### src/rtl/mem_pkg.sv
// Shared widths, FSM state encoding and the command record for mem_initiator.
package mem_pkg;

   localparam int MEM_ADDR_W = 2;
   localparam int MEM_DATA_W = 8;
   localparam int MEM_LEN_W  = 2;

   typedef enum logic [2:0] {
      IDLE    = 3'd0,
      WRITE   = 3'd1,
      READ    = 3'd2,
      CAPTURE = 3'd3,
      RESP    = 3'd4
   } state_e;

   // Latched burst command. After acceptance, addr tracks the current beat
   // address and len the beats still remaining (minus one).
   typedef struct packed {
      logic                  wr;
      logic [MEM_ADDR_W-1:0] addr;
      logic [MEM_LEN_W-1:0]  len;
   } cmd_t;

endpackage

### src/rtl/mem_initiator.sv
// Requester-side sequencer for the 4-entry byte memory port.
// Turns burst commands into single-beat memory accesses and returns one
// response per read beat, or a single response per write burst.
//
// state   | meaning
// IDLE    | waiting for a command, cmd_ready high
// WRITE   | issuing write beats as write data arrives
// READ    | one-cycle rd_en pulse for the current beat
// CAPTURE | memory read data available, registered into rsp_data
// RESP    | response offered, held until rsp_ready
module mem_initiator
   import mem_pkg::*;
#(
   parameter int ADDR_W = MEM_ADDR_W,
   parameter int DATA_W = MEM_DATA_W,
   parameter int LEN_W  = MEM_LEN_W
) (
   input  logic              clk,
   input  logic              rst,
   input  logic              cmd_valid,
   output logic              cmd_ready,
   input  logic              cmd_wr,
   input  logic [ADDR_W-1:0] cmd_addr,
   input  logic [LEN_W-1:0]  cmd_len,
   input  logic              wd_valid,
   output logic              wd_ready,
   input  logic [DATA_W-1:0] wd_data,
   output logic              mem_wr_en,
   output logic              mem_rd_en,
   output logic [ADDR_W-1:0] mem_addr,
   output logic [DATA_W-1:0] mem_wdata,
   input  logic [DATA_W-1:0] mem_rdata,
   output logic              rsp_valid,
   input  logic              rsp_ready,
   output logic              rsp_wr,
   output logic [DATA_W-1:0] rsp_data,
   output logic              rsp_last,
   output logic              busy
);

   state_e            state_q, state_d;
   cmd_t              cur_q, cur_d;
   logic [DATA_W-1:0] rsp_data_q, rsp_data_d;
   logic              rsp_last_q, rsp_last_d;

   // State and datapath registers, cleared by synchronous reset.
   always_ff @(posedge clk) begin
      if (rst) begin
         state_q    <= IDLE;
         cur_q      <= '0;
         rsp_data_q <= '0;
         rsp_last_q <= 1'b0;
      end else begin
         state_q    <= state_d;
         cur_q      <= cur_d;
         rsp_data_q <= rsp_data_d;
         rsp_last_q <= rsp_last_d;
      end
   end

   // Next-state and output decode. Outputs are forced low while rst is high
   // so a mid-burst reset cannot issue one more memory enable on its edge.
   always_comb begin
      state_d    = state_q;
      cur_d      = cur_q;
      rsp_data_d = rsp_data_q;
      rsp_last_d = rsp_last_q;
      cmd_ready  = 1'b0;
      wd_ready   = 1'b0;
      mem_wr_en  = 1'b0;
      mem_rd_en  = 1'b0;
      mem_addr   = '0;
      mem_wdata  = '0;
      rsp_valid  = 1'b0;

      if (!rst) begin
         case (state_q)
            IDLE: begin
               cmd_ready = 1'b1;
               if (cmd_valid) begin
                  cur_d.wr   = cmd_wr;
                  cur_d.addr = cmd_addr;
                  cur_d.len  = cmd_len;
                  state_d    = cmd_wr ? WRITE : READ;
               end
            end
            WRITE: begin
               wd_ready = 1'b1;
               if (wd_valid) begin
                  mem_wr_en  = 1'b1;
                  mem_addr   = cur_q.addr;
                  mem_wdata  = wd_data;
                  cur_d.addr = cur_q.addr + ADDR_W'(1);
                  if (cur_q.len == '0) begin
                     rsp_data_d = '0;
                     rsp_last_d = 1'b1;
                     state_d    = RESP;
                  end else begin
                     cur_d.len = cur_q.len - LEN_W'(1);
                  end
               end
            end
            READ: begin
               mem_rd_en  = 1'b1;
               mem_addr   = cur_q.addr;
               cur_d.addr = cur_q.addr + ADDR_W'(1);
               state_d    = CAPTURE;
            end
            CAPTURE: begin
               rsp_data_d = mem_rdata;
               rsp_last_d = (cur_q.len == '0);
               state_d    = RESP;
            end
            RESP: begin
               rsp_valid = 1'b1;
               if (rsp_ready) begin
                  if (cur_q.wr || rsp_last_q) begin
                     state_d = IDLE;
                  end else begin
                     cur_d.len = cur_q.len - LEN_W'(1);
                     state_d   = READ;
                  end
               end
            end
            default: state_d = IDLE;
         endcase
      end
   end

   assign rsp_wr   = cur_q.wr;
   assign rsp_data = rsp_data_q;
   assign rsp_last = rsp_last_q;
   assign busy     = (state_q != IDLE);

endmodule

### config.mk
export PLATFORM = sky130hd
export DESIGN_NAME = mem_initiator
export DESIGN_NICKNAME = d
export VERILOG_FILES = /design/src/rtl/mem_pkg.sv /design/src/rtl/mem_initiator.sv
export SDC_FILE = /design/constraint.sdc
export NUM_CORES = 1
export LEC_CHECK = 0
export CELL_PAD_IN_SITES_DETAIL_PLACEMENT = 1
export CELL_PAD_IN_SITES_GLOBAL_PLACEMENT = 2
export CORE_UTILIZATION = 21
export CTS_CLUSTER_DIAMETER = 120
export DETAILED_ROUTE_END_ITERATION = 7
export GPL_ROUTABILITY_DRIVEN = 0
export PLACE_DENSITY = 0.75
export SLEW_MARGIN = 10
export SYNTH_ARGS = -nofsm -noshare
export SYNTH_HDL_FRONTEND = slang
export SYNTH_SLANG_ARGS = --single-unit
### constraint.sdc
create_clock -name clk -period 1.6 [get_ports clk]
set_input_delay 0.24 -clock clk [delete_from_list [all_inputs] [get_ports clk]]
set_output_delay 0.24 -clock clk [all_outputs]
set_load 0.03 [all_outputs]
# ---- After elaboration in Yosys (flattened, before gate mapping)
# Cells that the tools add are included.
dict set report classes {
  n_eq_ne 10
  reduce_logical 12
  n_addsub 2
  mux 37
}
# operator count
set op_table {}
lappend op_table {{$mux 8} 5}
lappend op_table {{$pmux 8 s2} 1}
lappend op_table {{$pmux 3 s5} 1}
lappend op_table {{$mux 2} 7}
lappend op_table {{$mux 1} 13}
lappend op_table {{$mux 3} 4}
lappend op_table {{$ne 2x2->1 const B} 6}
lappend op_table {{$pmux 2 s3} 2}
lappend op_table {{$reduce_bool 3->1} 3}
lappend op_table {{$mux 4} 2}
lappend op_table {{$eq 3x2->1 const B} 2}
lappend op_table {{$reduce_and 3->1} 2}
lappend op_table {{$reduce_and 6->1} 1}
lappend op_table {{$pmux 2 s2} 1}
lappend op_table {{$reduce_and 4->1} 1}
lappend op_table {{$eq 3x1->1 const B} 1}
lappend op_table {{$eq 3x3->1 const B} 1}
lappend op_table {{$logic_not 3->1} 1}
lappend op_table {{$add 2x1->2 const B} 1}
lappend op_table {{$logic_not 2->1} 1}
lappend op_table {{$pmux 1 s2} 1}
lappend op_table {{$reduce_and 2->1} 1}
lappend op_table {{$reduce_bool 2->1} 1}
lappend op_table {{$sub 2x1->2 const B} 1}
lappend op_table {{$logic_or 1x1->1} 1}
dict set report totals {
  out_inout_bits 26
  inputBits 26
  reg_bits 17
  wordCells 67
}

# ---- Longest topological paths before layout
dict set report depth {
  depth_word 4
  depth_mapped 6
  mapped_depth_nobuf 6
}

# ---- Worst setup path before layout
# No wires, ideal clock.
dict set report synth_timing {
  path_kind {reg-to-output}
  startpoint {reg state_q[2]}
  endpoint {out wd_ready}
  required_ns 1.360
  stages_incl_launch_ff 4
  setup_slack_ns -0.266
  arrival_ns 1.626
  path_buffers 2
  path_cell_list {dfxtp_1 > buf_6 > buf_6 > nor4b_1}
}
dict set report synth_between {
  elab_chain_cells 3
}
# item line_no
set synth_rtl {}
lappend synth_rtl {{from (decl)} mem_initiator.sv:41} ;# state_e state_q, state_d;
lappend synth_rtl {{from (signal assigned)} mem_initiator.sv:54} ;# state_q <= state_d;
lappend synth_rtl {{$eq 3x1->1} mem_initiator.sv:77} ;# case (state_q)
lappend synth_rtl {{$mux 1} mem_initiator.sv:77}
lappend synth_rtl {{$mux 1} mem_initiator.sv:76} ;# if (!rst) begin
lappend synth_rtl {{to (decl)} mem_initiator.sv:26} ;# output logic wd_ready,
# No other way between the ends.

# ---- Worst setup path in the final report
dict set report layout_timing {
  startpoint {reg state_q[1]}
  endpoint {out mem_addr[1]}
}
dict set report layout_between {
  elab_chain_cells 3
  word_cells_on_any_way 4
  classes_between {2 x eq/ne; 2 x mux}
}
# item line_no
set layout_rtl {}
lappend layout_rtl {{$eq 3x2->1 or $eq 3x1->1 (tied branches)} mem_initiator.sv:77}
lappend layout_rtl {{$pmux 2 s2 *} mem_initiator.sv:77}
lappend layout_rtl {{$mux 2 *} mem_initiator.sv:76}
lappend layout_rtl {{to (decl)} mem_initiator.sv:30} ;# output logic [ADDR_W-1:0] mem_addr,
# Every way passes the cells marked *; elsewhere a longest branch is shown, timed or not.

==> impl_metrics.json <==
{
  "rsz0062_at_grt": "yes",
  "antenna_found_initial": 0,
  "synth-edff-count": 0,
  "finalClockSkew_ns": 0.00384,
  "root_buffer": "clkbuf_8",
  "grt.total_usage_pct": 14.3,
  "grt_max_degree": 11,
  "seq_power_share_pct": 35.3,
  "die-area_um2": 4990,
  "drc": 12,
  "ys_ff_latch": 17,
  "finalCoreUtilization_pct": 40.7,
  "clkPwrFrac_pct": 24.0,
  "arrival_ns": 1.37,
  "start_kind": "flop",
  "synth_top_cell_area_share_pct": 34.4,
  "grt_pass1_vias": 1236,
  "status": "complete, but fails checks",
  "hp-class": "flop to flop",
  "overflow": 0,
  "crit_fanout": 5,
  "synth.most_common_cell": "dfxtp_1",
  "viasPerCell": 4.76,
  "numCtsBuffers": 3,
  "syn_nets": 141,
  "finalCritPeriodShare_pct": 101,
  "power.total_mw": 1.40,
  "p_sw_share_pct": 34.0,
  "p_comb_share_pct": 40.6,
  "ant_nets": 0,
  "yosys-top-cells-count": "dfxtp_1 (17), nor2_1 (11), and2_1 (10)",
  "ir_worst_vdd_mv": 0.355,
  "grt_pass1_wl_mm": 5.73,
  "area.growth.synth_to_final_pct": 83.2,
  "dr_total_vias": 1113,
  "final_nets": 210,
  "hold_ws_ns": 0.481,
  "diodes": 0,
  "cts_tree": "yes",
  "insertion_delay_ns": 0.26,
  "fmax_mhz": 620,
  "place_hpwl_mm": 2.58,
  "p_leak_nw": 0.759,
  "required_ns": 1.36,
  "io_pins": 52,
  "finalCriticalPeriod_ns": 1.61,
  "ys_types": 41,
  "cts_max_level": 1,
  "async_flop_share_pct": 0,
  "cts_buffer_depth": 2,
  "io_buffers": 51,
  "ys_seq_area_share_pct": 34.4,
  "synth_cells": 114,
  "ys.flop_type": "dfxtp_1",
  "place_ws_ns": -0.228,
  "drt_iter0_drc": 36,
  "worstSetupPathType": "flop to output port",
  "die_y_um": 70.6,
  "dr.pass1.iters": 6,
  "fin_tns_setup_ns": -0.0235,
  "drt_wl_total_mm": 3.41,
  "failed_checks": "DRC, setup timing",
  "num_rows": 24,
  "r2r_slack_ns": 0.13,
  "hold_viol_final": 0,
  "worst_slack_ns": -0.0132,
  "setup_viol": 3,
  "intPower_mw": 0.922,
  "switchingPower_mw": 0.475,
  "initial_utilization_pct": 22.2,
  "timing.slew.headroom_pct": 70.9,
  "syn_area_um2": 988,
  "drive_above_1_share_pct": 35.7,
  "worst_slew_pin_slew_ns": 0.426,
  "yosysWarnings": 0,
  "cts.reportedPaths.clkPinSlew_ns": 0.07,
  "wire_per_inst_um": 14.6,
  "synth_area_leaders": "dfxtp_1 (34%), and2_1 (6.3%), a22oi_1 (6.1%)",
  "final-max-slew-violation-count": 0,
  "maxCapViolCount": 0,
  "powerDensity_nw_per_um2": 772,
  "avgSynthCellArea_um2": 8.67,
  "synth.largest_area_cell": "dfxtp_1",
  "core_area_um2": 4440,
  "crit_path_end_kind": "output port",
  "die_x_um": 70.6,
  "clock_sinks": 17
}
==> worst max-delay path, cell delays in order, from the launching register on <==
cell      delay, ns
dfxtp_4        0.37
nand3b_1       0.18
o21ai_0        0.09
nor3b_2        0.19
and2_1         0.16
buf_6          0.13
==> final cells by class <==
type	instances	area, µm²
fillers	500	2630
clock buffers	4	45.0
multi-input cells	84	638
repair buffers	72	692
flip-flops and latches	17	352
well taps	52	65.1
inverters	5	18.8
==> kinds of logic after synthesis <==
family	count (synthesis)	synth area share, %
buf+inv	13	9.11
mux	1	1.01
fa+ha+maj	1	1.27
simple gates	46	27.5
flops	17	34.4
compound gates	34	24.9
xor+xnor	2	1.77
==> final timing paths <==
kind | startpoint | to | cells past startpoint
hold reg to reg | cur_q[0] | cur_q[0] | 2
hold / removal | cur_q[0] | cur_q[0] | 2
setup / recovery | state_q[1] | mem_addr[1] | 5
setup reg to reg | cur_q[0] | cur_q[0] | 6
==> cells in the final DEF (no fill, tap or decap), types with 2 or more instances in the layout <==
master,Yosys,routed
a211oi_1,2,2
a21o_1,2,2
a21oi_1,5,5
a22oi_1,8,8
and2_1,10,2
and2_4,0,8
buf_4,2,23
buf_6,3,13
clkbuf_8,1,3
clkdlybuf4s50_1,0,31
dfxtp_1,17,14
dfxtp_4,0,3
dlygate4sd2_1,0,2
dlymetal6s2s_1,0,2
inv_1,5,4
nand2_1,7,6
nand2b_1,2,2
nor2_1,11,10
nor2b_1,2,2
nor3_1,3,2
nor3b_2,0,2
nor4_4,1,2
o21ai_0,5,4
xnor2_1,2,2
==> power by group through the flow <==
stage	clock network (mW)	registers, mW	logic, mW
2_1_floorplan	0	0.508	0.297
3_3_place_gp	0	0.504	0.494
3_5_place_dp	0	0.505	0.508
4_1_cts	0.358	0.492	0.557
5_1_grt	0.377	0.501	0.624
6_report	0.336	0.494	0.568
==> routing by layer <==
metal  routed length [µm]  up-vias  track usage (%)
met5                    0        -                0
met4                   14        0             3.33
met3                  289        2             4.13
met2                 1790       47             27.9
met1                 1310      519             15.0
li1                     -      545                -
==> stage by stage <==
step,cell area (µm²),cells
final,1810,234
after global routing,1810,234
after CTS,1770,235
after detailed placement,1610,225
after global placement,1610,225
after floorplan,1010,114
==> sequential cells by signal, summed over array words and instances (netlist names) <==
| name | flops |
|---|---|
| rsp_data | 8 |
| state_q | 3 |
| rsp_last | 1 |
| cur_q | 4 |
| rsp_wr | 1 |
==> what timing repair did <==
item,4_1_cts,5_1_grt
hold buffers,0,0
endpoints found under the setup margin,14,17
gates resized for setup,29,14
pin swaps,2,8
setup buffers,5,0
gates cloned,1,0
Power figures use the tool's default switching activity.
